**config.mk**
```make
export PLATFORM = sky130hd
export DESIGN_NAME = arb_mux_rr
export DESIGN_NICKNAME = d
export VERILOG_FILES = /design/src/rtl/arb_pkg.sv /design/src/rtl/rr_arbiter.sv /design/src/rtl/arb_mux_rr.sv
export SDC_FILE = /design/constraint.sdc
export NUM_CORES = 1
export LEC_CHECK = 0
export CORE_MARGIN = 8
export CORE_UTILIZATION = 35
export CTS_CLUSTER_DIAMETER = 120
export DETAILED_ROUTE_END_ITERATION = 16
export SLEW_MARGIN = 10
export SYNTH_ARGS = -nofsm -noshare
export SYNTH_HDL_FRONTEND = slang
export SYNTH_SLANG_ARGS = --single-unit
```
**constraint.sdc**
```tcl
create_clock -name clk -period 4.57 [get_ports clk]
set_clock_uncertainty 0.15 [all_clocks]
set_input_delay 0.457 -clock clk [delete_from_list [all_inputs] [get_ports clk]]
set_output_delay 0.457 -clock clk [all_outputs]
set_load 0.1 [all_outputs]
```
**src/rtl/arb_pkg.sv**
```systemverilog
// Shared definitions for the round-robin arbiter family: index-width helper,
// channel-count ceiling and the channel-index typedef pattern.
package arb_pkg;

    localparam int ARB_MAX_N = 16;

    // Width of a channel index; never narrower than one bit so N=1 still has a port.
    function automatic int clog2_min1(input int n);
        int r;
        r = 0;
        for (int i = 0; i < 31; i++) begin
            r = ((32'd1 << i) < n) ? (i + 1) : r;
        end
        return (r < 1) ? 1 : r;
    endfunction

    typedef logic [clog2_min1(ARB_MAX_N)-1:0] arb_idx_t;

endpackage

```
**src/rtl/rr_arbiter.sv**
```systemverilog
// Combinational round-robin arbiter: searches req from ptr upwards with wrap.
// With lock set, only the channel at ptr may be granted.
module rr_arbiter
    import arb_pkg::*;
#(
    parameter int N = 4,
    localparam int SEL_W = clog2_min1(N)
) (
    input  logic [N-1:0]     req,
    input  logic [SEL_W-1:0] ptr,
    input  logic             lock,
    output logic [N-1:0]     grant,
    output logic [SEL_W-1:0] idx
);

    logic found_s;
    logic hit_s;
    int   ch_s;

    // First requester at or after ptr (modulo N) wins; each channel is visited once.
    always_comb begin
        grant   = {N{1'b0}};
        idx     = {SEL_W{1'b0}};
        found_s = 1'b0;
        hit_s   = 1'b0;
        ch_s    = 0;
        for (int k = 0; k < N; k++) begin
            ch_s        = int'(ptr) + k;
            ch_s        = (ch_s >= N) ? (ch_s - N) : ch_s;
            hit_s       = !found_s && req[ch_s] && (!lock || (k == 0));
            grant[ch_s] = hit_s;
            idx         = hit_s ? SEL_W'(ch_s) : idx;
            found_s     = found_s | hit_s;
        end
    end

endmodule

```
**src/rtl/arb_mux_rr.sv**
```systemverilog
// N-channel valid/ready round-robin merge with a registered output stage.
// Define ARB_MUX_LOCK_EN to add in_last and hold the grant for multi-beat packets.
module arb_mux_rr
    import arb_pkg::*;
#(
    parameter int WIDTH = 16,
    parameter int N     = 4,
    localparam int SEL_W = clog2_min1(N)
) (
    input  logic               clk,
    input  logic               rst_n,
    input  logic [N*WIDTH-1:0] in_data,
    input  logic [N-1:0]       in_valid,
`ifdef ARB_MUX_LOCK_EN
    input  logic [N-1:0]       in_last,
`endif
    output logic [N-1:0]       in_ready,
    output logic [WIDTH-1:0]   out_data,
    output logic               out_valid,
    input  logic               out_ready,
    output logic [SEL_W-1:0]   out_sel
);

    typedef logic [SEL_W-1:0] sel_t;

    sel_t       ptr_r;
    sel_t       arb_ptr_s;
    sel_t       idx_s;
    sel_t       ptr_nxt_s;
    logic [N-1:0] grant_s;
    logic       load_en_s;
    logic       take_s;
    logic       lock_s;

`ifdef ARB_MUX_LOCK_EN
    logic       lock_r;
    sel_t       lock_ch_r;
    assign lock_s    = lock_r;
    assign arb_ptr_s = lock_r ? lock_ch_r : ptr_r;
`else
    assign lock_s    = 1'b0;
    assign arb_ptr_s = ptr_r;
`endif

    rr_arbiter #(.N(N)) u_arb (
        .req   (in_valid),
        .ptr   (arb_ptr_s),
        .lock  (lock_s),
        .grant (grant_s),
        .idx   (idx_s)
    );

    // Loading while draining keeps one transfer per cycle without a bubble.
    assign load_en_s = !out_valid || out_ready;
    assign take_s    = load_en_s && (|grant_s);
    assign in_ready  = rst_n ? (grant_s & {N{load_en_s}}) : {N{1'b0}};
    assign ptr_nxt_s = (idx_s == sel_t'(N - 1)) ? {SEL_W{1'b0}} : (idx_s + sel_t'(1));

    // Output register, priority pointer and packet lock.
    always_ff @(posedge clk or negedge rst_n) begin
        if (!rst_n) begin
            out_valid <= 1'b0;
            out_data  <= {WIDTH{1'b0}};
            out_sel   <= {SEL_W{1'b0}};
            ptr_r     <= {SEL_W{1'b0}};
`ifdef ARB_MUX_LOCK_EN
            lock_r    <= 1'b0;
            lock_ch_r <= {SEL_W{1'b0}};
`endif
        end else if (load_en_s) begin
            out_valid <= take_s;
            if (take_s) begin
                out_data <= in_data[int'(idx_s)*WIDTH +: WIDTH];
                out_sel  <= idx_s;
`ifdef ARB_MUX_LOCK_EN
                if (in_last[idx_s]) begin
                    ptr_r  <= ptr_nxt_s;
                    lock_r <= 1'b0;
                end else begin
                    lock_r    <= 1'b1;
                    lock_ch_r <= idx_s;
                end
`else
                ptr_r <= ptr_nxt_s;
`endif
            end
        end
    end

endmodule
```
; ---- Yosys cells after proc, flatten, opt, wreduce, memory -nomap -nowiden
; Index checks and enable logic that the tools add are counted.
[totals]
reg_bits = 21
input_bits = 71
output_inout_bits = 23
[classes]
addsub = 8
n_lt_le_gt_ge = 12
eq_ne = 1
n_shift = 1
n_mux = 33
bitwise_logic = 4
n_reduce_logical = 15
[ops]
columns = cell, n
row1 = $ge A32 B1 Y1 const B, 4
row2 = $lt A32 B4 Y1 const B, 4
row3 = $mux W32, 4
row4 = $ge A32 B4 Y1 const B, 3
row5 = $sub A32 B4 Y32 const B, 3
row6 = $shiftx A64 B7 Y16, 1
row7 = $bwmux W4, 3
row8 = $mux W1, 12
row9 = $mux W2, 5
row10 = $and A4 B4 Y4, 2
row11 = $bmux W1 S2, 4
row12 = $demux W1 S2, 4
row13 = $logic_and A1 B1 Y1, 8
row14 = $add A2 B2 Y3 const B, 2
row15 = $logic_not A1 Y1, 4
row16 = $mux W4, 1
row17 = $reduce_or A4 Y1, 1
row18 = $sub A2 B3 Y4 const B, 1
row19 = $add A2 B1 Y3 const B, 1
row20 = $ge A2 B3 Y1 const B, 1
row21 = $add A2 B1 Y2 const B, 1
row22 = $eq A2 B2 Y1 const B, 1
row23 = $or A1 B1 Y1, 2
row24 = $reduce_and A2 Y1, 1
row25 = $logic_or A1 B1 Y1, 1

; ---- Logic depth before layout (Yosys ltp)
; Gate-level depths: netlist of the first run.
[logic_depth]
word_depth = 17
ltp_mapped = 13
ltp_nobuf = 8

; ---- Hierarchy
; Synthesis of the first run repeated with hierarchy kept, for this count alone.
[unflattened]
hier_cells = 141
hier_area_um2 = 1831.8
[by_module_without_submodules]
columns = mod, n_inst, cells_per_inst, area_each_um2, seq_area_each_um2
row1 = arb_mux_rr, 1, 75, 1288.7, 525.5
row2 = rr_arbiter, 1, 66, 543.0, 0.0

; ---- Worst setup path after synthesis of the first run
; OpenSTA, ideal clock, no wires.
[synth_timing]
path_type = register -> output
start = register ptr_r[1], in the netlist arb_ptr_s[1]
end = output in_ready[0]
t_arrival_ps = 3783
path_slack_ps = 180
stages_incl_launch_ff = 10
path_buffers = 2
cell_sequence = dfrtp_1 clkinv_1 clkbuf_1 ha_1 buf_6 mux4_2 or3b_4 nor3b_1 a221oi_2 nor2_1
[synth_between]
elab_chain_len = 16
elab_cells_between_ends = 61
cone_classes = add/sub: 7 / order compare: 12 / mux: 28 / bitwise: 4 / reduce/logical: 10
[synth_lines]
columns = item, line
row1 = start: declaration, arb_mux_rr.sv:26  ; sel_t ptr_r;
row2 = start signal: assignment, arb_mux_rr.sv:65  ; ptr_r <= {SEL_W{1'b0}};
row3 = start signal: assignment, arb_mux_rr.sv:84  ; ptr_r <= ptr_nxt_s;
row4 = branches (longest 13 deep; another with $sub A32 B4 Y32), -
row5 = $bwmux W4 (*), rr_arbiter.sv:31  ; grant[ch_s] = hit_s;
row6 = $and A4 B4 Y4 (*), arb_mux_rr.sv:56  ; assign in_ready = rst_n ? (grant_s & {N{load_en_s}}) : {N{1'b0}};
row7 = $mux W4 (*), arb_mux_rr.sv:56
row8 = end: declaration, arb_mux_rr.sv:17  ; output logic [N-1:0] in_ready,
; Every way passes the cells marked *. The select of a mux whose other input is x is not followed.

; ---- Worst setup path after layout of the first run
[layout_timing]
start = register ptr_r[1], in the netlist arb_ptr_s[1]
end = register out_data[4]
[layout_between]
elab_chain_len = 17
elab_cells_between_ends = 67
cone_classes = add/sub: 7 / order compare: 12 / shift: 1 / mux: 31 / bitwise: 3 / reduce/logical: 13
[layout_lines]
columns = item, line
row1 = branches (longest 17 deep; another with $sub A32 B4 Y32), -
row2 = end signal: assignment, arb_mux_rr.sv:63  ; out_data <= {WIDTH{1'b0}};
row3 = end signal: assignment, arb_mux_rr.sv:73  ; out_data <= in_data[int'(idx_s)*WIDTH +: WIDTH];
row4 = end: declaration, arb_mux_rr.sv:18  ; output logic [WIDTH-1:0] out_data,
; Parallel ways; which one is timed is not known. The select of a mux whose other input is x is not followed.
; A chain may end at the register's enable or synchronous reset.

==> impl_metrics.yaml, run 1 <==
final_layout:
  finalNetCount: 521
  final_layout_size_suffix_gt1_share_pct: 12.0
  area_delta_synth_final_pct: 33.1
  design_area_mm2: 0.00419
  final_common_cell: "clkdlybuf4s50_1"
  num_antenna_cells: 0
  final_cell_mix: "89 x clkdlybuf4s50_1, 68 x nand2_1, 32 x and4_1, 32 x o2111ai_1, 32 x o311ai_0"
  fin_util_pct: 48.1
  final-instance-count-excl-fill: 550
critical_path:
  timing.rr.start: "arb_ptr_s[1]$_DFFE_PN0P_"
  start_kind: "register"
  crit_type: "reg2reg"
  path_buf_inv: 2
  critPathCaptureType: "register"
  slowest_delay_ps: 620
  crit_path_cell_trace: "clkinv_1, ha_1, or3b_1, a2111o_1, nand2_1, buf_4, o31a_2, mux2i_1, mux2_4"
  critPathMaxFanout: 19
  r2r-end: "out_data[4]$_DFFE_PN0P_"
  crit_required_ps: 4570
  cp.arrival_ps: 3870
  critPathSlowestCell: "a2111o_1"
  cpLargestDelayFamily: "compound AO/OA/AOI/OAI gates"
  timing.reg2reg.setup_slack_ps: 700
  rr_worst_depth: 9
power:
  p_int_uw: 1610
  vdd_drop_max_mv: 0.362
  clkPwrFrac_pct: 3.2
  p_seq_share_pct: 10.1
  combPwrFrac_pct: 86.7
  p_switching_uw: 2150
  swShare_pct: 57.2
  power.density_mw_per_mm2: 897
  p_leak_uw: 0.00159
clocking:
  cts_setup_buffers: 0
  htreeDepth: 1
  hold_buffers: 0
  cts_buffer_depth: 2
  cts_tree: "yes"
  cts.sinks: 21
  clk_latency_ps: 260
  cts-root-buf: "clkbuf_8"
  cts-resized-gates: 0
  numCtsBuffers: 3
  cts.clk_slew.worst_paths_ps: 80
floorplanning:
  die_h_um: 111
  fp.dieW_um: 111
  die_area_mm2: 0.0123
  rows: 34
  coreArea_mm2: 0.00872
  start_util_pct: 36.1
  io_pins: 94
global_routing:
  gr-total-overflow: 0
  grt_pass1_wl_mm: 18.6
  antenna_found_initial: 0
  grt_usage_pct: 17.8
  first_global_vias: 3368
  grt_max_degree: 66
hold_path:
  hold_path.class: "reg2reg"
  holdPathStages: 1
  holdPathEnd: "out_data[5]$_DFFE_PN0P_"
  min-delay-start: "out_data[5]$_DFFE_PN0P_"
logic_synthesis:
  synthArstFlopShare_pct: 100
  syn_inst: 382
  yosysTopAreaCell: "dfrtp_1"
  synth-compound-area-share_pct: 29.9
  ys_ff_latch: 21
  yosysSeqAreaShare_pct: 16.7
  synth_xor_area_share_pct: 0.278
  synthesis.nets: 460
  syn_area_mm2: 0.00315
  yosysUniqueCellTypes: 44
  yosys-top-cells-area: "dfrtp_1 17%, and4_1 8.9%, o2111ai_1 8.9%"
  synth_ff_type: "dfrtp_1"
  yosysTopAreaCellShare_pct: 16.7
  synth_fa_ha_area_share_pct: 2.78
  synthSimpleGateAreaFrac_pct: 26.0
  synth_warnings: 0
  synth_top_family_by_area: "compound AO/OA/AOI/OAI gates"
  synth-edff-count: 0
  synthMuxAreaShare_pct: 16.3
  syn_avg_cell_area_um2: 8.25
route:
  drt_iter0_drc: 222
  wl_per_cell_um: 21.2
  drt-met1-wl_mm: 5.17
  wl_mm: 11.7
  drc: 0
  vias_per_cell: 6.44
  ant_nets: 0
  wl_met2_mm: 5.55
  first_pass_iters: 5
  vias: 3543
  routed.top_layer: "met4"
  met3_length_um: 692
placement:
  dp.cells: 546
  hpwl_mm: 8.26
  gp_congestion: 0.888
  pre_cts_ws_ps: 713
  io_buffers: 93
  postPlaceCellArea_mm2: 0.00415
timing:
  period_needed_ps: 3870
  clock.fmax_ghz: 0.258
  finalSetupViolCount: 0
  final.period_utilization_pct: 84.7
  finalHoldViolCount: 0
  relSlewSlack_pct: 33.8
  rsz0062_at_grt: "false"
  setup-tns-final_ps: 0
  finalMaxSlewViolations: 0
  fin_ws_ps: 698
  tightest_slew_ps: 990
outcome:
  status: "complete, no violations"
run:
  cap_violations: 0
## stage by stage
step | power, µW | hold WS [ps]
2_1_floorplan | 2930 | 11.4
3_3_place_gp | 3590 | 356
3_5_place_dp | 3650 | 363
4_1_cts | 3780 | 379
5_1_grt | 3990 | 387
6_report | 3760 | 368
## power groups by stage
stage	clock [µW]	combinational [µW]	sequential, µW
floorplan	0	1950	979
global placement	0	3210	382
detailed placement	0	3260	384
CTS	125	3270	381
global route	133	3470	392
finish	122	3260	381
## sequential cells by signal, indices dropped and copies added (netlist names)
register	flops
arb_ptr_s	2
out_data	16
out_sel	2
out_valid	1
## layout make-up
class                   count  area [µm²]
repair buffers            107        1080
fillers                   833        4530
clock inverters             1        5.00
multi-input cells         306        2400
flip-flops and latches     21         526
well taps                 108         135
inverters                   4        15.0
clock buffers               3        41.3
## worst register-to-register path: cells and delay by family, from the launching register on
| family | cells | cell delay (ps) |
|---|---|---|
| mux | 2 | 470 |
| buf+inv | 2 | 390 |
| compound gates | 2 | 1180 |
| fa+ha+maj | 1 | 430 |
| flops | 1 | 490 |
| simple gates | 2 | 650 |
## cell usage after synthesis, drive strengths merged (2+ instances only)
master   count
a32oi        3
mux2i       19
nand3b       4
a221oi       2
nor3b        3
a2111o       3
ha           7
o311ai      32
nand2       68
o2111ai     32
mux4         3
nor2b        5
a211oi       2
nor2         6
nand3        2
mux2        17
clkbuf      42
buf          9
inv          3
dfrtp       21
nor3        17
and4        32
or3b         4
o21ai        2
a21oi       16
and3b        3
a311oi      16
## worst max path at each step
stage                                         from                 endpoint  slack (ps)  cells past startpoint
after floorplan           arb_ptr_s[1]$_DFFE_PN0P_              in_ready[0]         180                      9
after global placement                 in_valid[2]  out_data[4]$_DFFE_PN0P_         830                      8
after detailed placement               in_valid[2]  out_data[4]$_DFFE_PN0P_         710                      8
after CTS                 arb_ptr_s[1]$_DFFE_PN0P_  out_data[4]$_DFFE_PN0P_         700                      9
after global routing      arb_ptr_s[1]$_DFFE_PN0P_  out_data[4]$_DFFE_PN0P_         470                      9
final                     arb_ptr_s[1]$_DFFE_PN0P_  out_data[4]$_DFFE_PN0P_         700                      9
## kinds of logic (layout without fill, tap and decap cells)
logic type               after synthesis  count (layout)
AO/OA/AOI/OAI                        112             112
XOR/XNOR                               1               1
adder cells (fa/ha/maj)                7               7
buffers and inverters                 55             115
flip-flops                            21              21
multiplexers                          39              39
AND/OR/NAND/NOR                      147             147
## metal layers
layer  vias to the layer above  GRT usage, %
met1                      1701          23.6
met3                        18          2.54
met4                         0          5.68
met5                         -             0
met2                       150          28.7
li1                       1674             -
(Power assumes the default switching activity.)
==> run 2, diff against run 1 <==
==> constraint.sdc (replaced) <==
create_clock -name clk -period 3.6 [get_ports clk]
set_clock_uncertainty 0.15 [all_clocks]
set_input_delay 0.36 -clock clk [delete_from_list [all_inputs] [get_ports clk]]
set_output_delay 0.36 -clock clk [all_outputs]
set_load 0.1 [all_outputs]
==> impl_metrics.yaml, run 2 (synthesis results as in run 1) <==
placement:
  dp.cells: 557
  hpwl_mm: 8.35
  pre_cts_ws_ps: 152
  gp_congestion: 0.858
  io_buffers: 93
final_layout:
  fin_util_pct: 50.0
  final_cell_mix: "89 x clkdlybuf4s50_1, 68 x nand2_1, 32 x and4_1, 32 x o2111ai_1, 32 x o311ai_0"
  regArea_um2: 526
  final-instance-count-excl-fill: 561
  final_common_cell: "clkdlybuf4s50_1"
  multiInputGateArea_mm2: 0.00242
  largest_reg_flops: 16
  finalNetCount: 532
  area_delta_synth_final_pct: 38.5
  num_antenna_cells: 0
  fillers: 827
  final_layout_size_suffix_gt1_share_pct: 15.0
  largest-register: "out_data"
critical_path:
  crit_required_ps: 3090
  timing.reg2reg.setup_slack_ps: 350
  critPathCaptureType: "output port"
  critPathMaxFanout: 4
  slowest_delay_ps: 560
  cp.arrival_ps: 2740
  crit_type: "reg2out"
  critPathSlowestCell: "mux4_2"
  start_kind: "register"
  crit_path_cell_trace: "clkinv_1, ha_1, mux4_2, nor2b_1, a22o_1, a221oi_2, nor2_2, buf_12"
outcome:
  status: "complete, no violations"
floorplanning:
  coreArea_mm2: 0.00872
  io_pins: 94
  die_area_mm2: 0.0123
  start_util_pct: 36.1
  die_h_um: 111
  rows: 34
  fp.dieW_um: 111
clocking:
  clk_latency_ps: 260
  cts-root-buf: "clkbuf_8"
  htreeDepth: 1
  cts_setup_buffers: 0
  cts-resized-gates: 0
  hold_buffers: 0
  cts_buffer_depth: 2
  cts.clk_slew.worst_paths_ps: 80
  cts.sinks: 21
  numCtsBuffers: 3
  cts_tree: "yes"
run:
  cap_violations: 0
global_routing:
  grt_usage_pct: 18.2
  first_global_vias: 3529
  grt_pass1_wl_mm: 19.2
  gr-total-overflow: 0
  antenna_found_initial: 0
  grt_max_degree: 66
route:
  wl_per_cell_um: 21.0
  first_pass_iters: 5
  vias_per_cell: 6.40
  wl_mm: 11.8
  ant_nets: 0
  drt_iter0_drc: 419
  drc: 0
  vias: 3591
timing:
  finalHoldViolCount: 0
  tightest_slew_ps: 1010
  clock.fmax_ghz: 0.308
  setup-tns-final_ps: 0
  rsz0062_at_grt: "false"
  final.period_utilization_pct: 90.3
  relSlewSlack_pct: 32.6
  finalMaxSlewViolations: 0
  fin_ws_ps: 351
  period_needed_ps: 3250
  finalSetupViolCount: 0
power:
  p_seq_share_pct: 9.2
  swShare_pct: 55.5
  p_switching_uw: 2810
  combPwrFrac_pct: 87.7
  p_leak_uw: 0.00167
  p_int_uw: 2250
  total_power_uw: 5060
  power.density_mw_per_mm2: 1160
  clkPwrFrac_pct: 3.1
  vdd_drop_max_mv: 0.510
hold_path:
  hold_path.class: "in2async"
==> run 2: stage by stage <==
step,instance area [µm²],hold WS (ps)
after floorplan,3180,-85.6
after global placement,4320,352
after detailed placement,4320,352
after CTS,4360,303
after global routing,4360,321
final,4360,293
==> run 2: per-layer routing <==
metal | wire, µm | part of all wire, % | track usage (%)
met1 | 5110 | 43 | 23.9
met2 | 5580 | 47 | 29.1
met3 | 756 | 6.4 | 3.03
met4 | 340 | 2.9 | 6.04
met5 | 0 | 0 | 0
==> run 2: layout make-up <==
cell class	count	area share, %
multi-input combinational	306	55.5
inverter	4	0.344
clock inverter	1	0.115
timing repair buffer	118	28.0
sequential	21	12.0
tap	108	3.10
clock buffer	3	0.946
==> run 2: critical path: cells and delay by family (launching register included) <==
kind,cells,cell delay (ps)
fa+ha+maj,1,350
flops,1,350
simple gates,2,290
buf+inv,2,270
compound gates,2,670
mux,1,560
==> run 2: final timing paths <==
check,depth (start not counted),from,endpoint
setup / recovery,8,arb_ptr_s[1]$_DFFE_PN0P_,in_ready[0]
setup reg to reg,9,arb_ptr_s[1]$_DFFE_PN0P_,out_data[7]$_DFFE_PN0P_
min in group clk,1,out_data[13]$_DFFE_PN0P_,out_data[13]$_DFFE_PN0P_
max in group asynchronous,2,rst_n,out_data[12]$_DFFE_PN0P_
hold / removal,2,rst_n,out_sel[1]$_DFFE_PN0P_
hold reg to reg,1,out_data[13]$_DFFE_PN0P_,out_data[13]$_DFFE_PN0P_
==> run 2: power groups by stage <==
| stage | Sequential (µW) | Clock, µW | Combinational (µW) |
|---|---|---|---|
| finish | 465 | 158 | 4440 |
| global route | 482 | 170 | 4710 |
| CTS | 467 | 161 | 4440 |
| detailed placement | 470 | 0 | 4440 |
| global placement | 469 | 0 | 4390 |
| floorplan | 1240 | 0 | 2500 |
==> run 3, diff against run 2 <==
--- a/config.mk
+++ b/config.mk
@@ -5,10 +5,12 @@
 export SDC_FILE = /design/constraint.sdc
 export NUM_CORES = 1
 export LEC_CHECK = 0
+export CORE_ASPECT_RATIO = 0.7
 export CORE_MARGIN = 8
 export CORE_UTILIZATION = 35
 export CTS_CLUSTER_DIAMETER = 120
 export DETAILED_ROUTE_END_ITERATION = 16
+export REMOVE_ABC_BUFFERS = 1
 export SLEW_MARGIN = 10
 export SYNTH_ARGS = -nofsm -noshare
 export SYNTH_HDL_FRONTEND = slang
==> impl_metrics.yaml, run 3 (synthesis results as in run 1) <==
clocking:
  cts-root-buf: "clkbuf_16"
  cts_tree: "yes"
  cts_buffer_depth: 2
  cts.clk_slew.worst_paths_ps: 60
  hold_buffers: 0
  numCtsBuffers: 3
  clk_latency_ps: 260
  cts_setup_buffers: 0
  htreeDepth: 1
  cts-resized-gates: 0
  cts.sinks: 21
power:
  combPwrFrac_pct: 85.6
  p_seq_share_pct: 9.6
  swShare_pct: 54.9
  vdd_drop_max_mv: 0.637
  power.density_mw_per_mm2: 1130
  p_leak_uw: 0.00165
  clkPwrFrac_pct: 4.9
  p_switching_uw: 2700
  p_int_uw: 2210
route:
  ant_nets: 0
  wl_mm: 11.4
  first_pass_iters: 5
  vias: 3598
  vias_per_cell: 6.28
  drc: 0
  drt_iter0_drc: 269
  wl_per_cell_um: 19.9
timing:
  finalMaxSlewViolations: 0
  finalSetupViolCount: 0
  period_needed_ps: 3390
  rsz0062_at_grt: "false"
  tightest_slew_ps: 987
  relSlewSlack_pct: 34.0
  clock.fmax_ghz: 0.295
  fin_ws_ps: 210
  final.period_utilization_pct: 94.2
  finalHoldViolCount: 0
floorplanning:
  fp.dieW_um: 129
  rows: 29
  die_area_mm2: 0.0123
  die_h_um: 95.4
  start_util_pct: 35.5
  io_pins: 94
  coreArea_mm2: 0.00889
placement:
  pre_cts_ws_ps: 195
  hpwl_mm: 7.81
  io_buffers: 93
  gp_congestion: 0.785
  dp.cells: 569
global_routing:
  grt_pass1_wl_mm: 18.3
  first_global_vias: 3462
  antenna_found_initial: 0
  grt_usage_pct: 17.9
  gr-total-overflow: 0
  grt_max_degree: 37
final_layout:
  final_cell_mix: "89 x clkdlybuf4s50_1, 68 x nand2_1, 32 x and4_1, 32 x o2111ai_1, 32 x o311ai_0"
  fillers: 849
  largest-register: "out_data"
  largest_reg_flops: 16
  final_layout_size_suffix_gt1_share_pct: 13.6
  num_antenna_cells: 0
  final_common_cell: "clkdlybuf4s50_1"
  area_delta_synth_final_pct: 37.9
  final-instance-count-excl-fill: 573
  finalNetCount: 528
critical_path:
  slowest_delay_ps: 580
  crit_path_cell_trace: "clkinv_1, ha_2, mux4_2, or3b_4, a32oi_1, nand2_1, nor2_1, buf_12"
  crit_required_ps: 3090
  critPathCaptureType: "output port"
  start_kind: "register"
  crit_type: "reg2out"
  critPathMaxFanout: 10
  critPathSlowestCell: "mux4_2"
  cp.arrival_ps: 2880
run:
  cap_violations: 0
outcome:
  status: "complete, no violations"
hold_path:
  hold_path.class: "in2async"
run 3: cell types whose count changed in the layout (fill, tap and decap cells not counted), moves of 3 or more:
cell and change:
clkbuf_16 +3, nor2_1 +4, nor2_4 -3, clkbuf_8 -3, buf_12 -3
run 3: layout make-up:
cell class	instances	area (µm²)	share of cell area, %
multi-input cells	306	2410	55.5
repair buffers	114	1150	26.5
flip-flops and latches	21	526	12.1
well taps	124	155	3.57
clock buffers	3	75.1	1.73
inverters	4	15.0	0.346
clock inverters	1	7.51	0.173
run 3: critical path, delay by kind of cell (launching register included):
| family | cells | cell delay (ps) |
|---|---|---|
| AO/OA/AOI/OAI | 1 | 240 |
| adder cells (fa/ha/maj) | 1 | 470 |
| buffers and inverters | 2 | 290 |
| flip-flops | 1 | 350 |
| multiplexers | 1 | 580 |
| AND/OR/NAND/NOR | 3 | 700 |
run 3: metrics by stage:
stage               setup TNS [ps]  hold WS (ps)  total power, µW  cell area [µm²]  utilization [%]
finish                           0           317             4910             4350             48.9
global route                     0           365             5210             4350             48.9
CTS                              0           333             4900             4340             48.9
detailed placement               0           356             4660             4260             47.9
global placement                 0           355             4600             4260             47.9
floorplan                   -49170         -85.6             3520             2910                -
run 3: routing by layer:
layer  track usage [%]  routed length [µm]
met5                 0                   0
met4              2.79                  55
met3              3.74                 974
met2              27.7                5000
met1              25.5                5380
run 3: worst paths after layout:
path	to	cells after the start	from	slack [ps]
min in group clk	out_data[0]$_DFFE_PN0P_	1	out_data[0]$_DFFE_PN0P_	370
setup reg to reg	out_data[12]$_DFFE_PN0P_	9	arb_ptr_s[1]$_DFFE_PN0P_	250
setup / recovery	in_ready[3]	8	arb_ptr_s[1]$_DFFE_PN0P_	210
max in group asynchronous	out_data[0]$_DFFE_PN0P_	2	rst_n	2750
hold / removal	out_data[13]$_DFFE_PN0P_	2	rst_n	320
hold reg to reg	out_data[0]$_DFFE_PN0P_	1	out_data[0]$_DFFE_PN0P_	370
run 3: power groups by stage:
| stage | registers [µW] | clock network (µW) | logic (µW) |
|---|---|---|---|
| 2_1_floorplan | 1250 | 0 | 2260 |
| 3_3_place_gp | 472 | 0 | 4120 |
| 3_5_place_dp | 467 | 0 | 4190 |
| 4_1_cts | 471 | 242 | 4190 |
| 5_1_grt | 487 | 250 | 4480 |
| 6_report | 471 | 239 | 4200 |
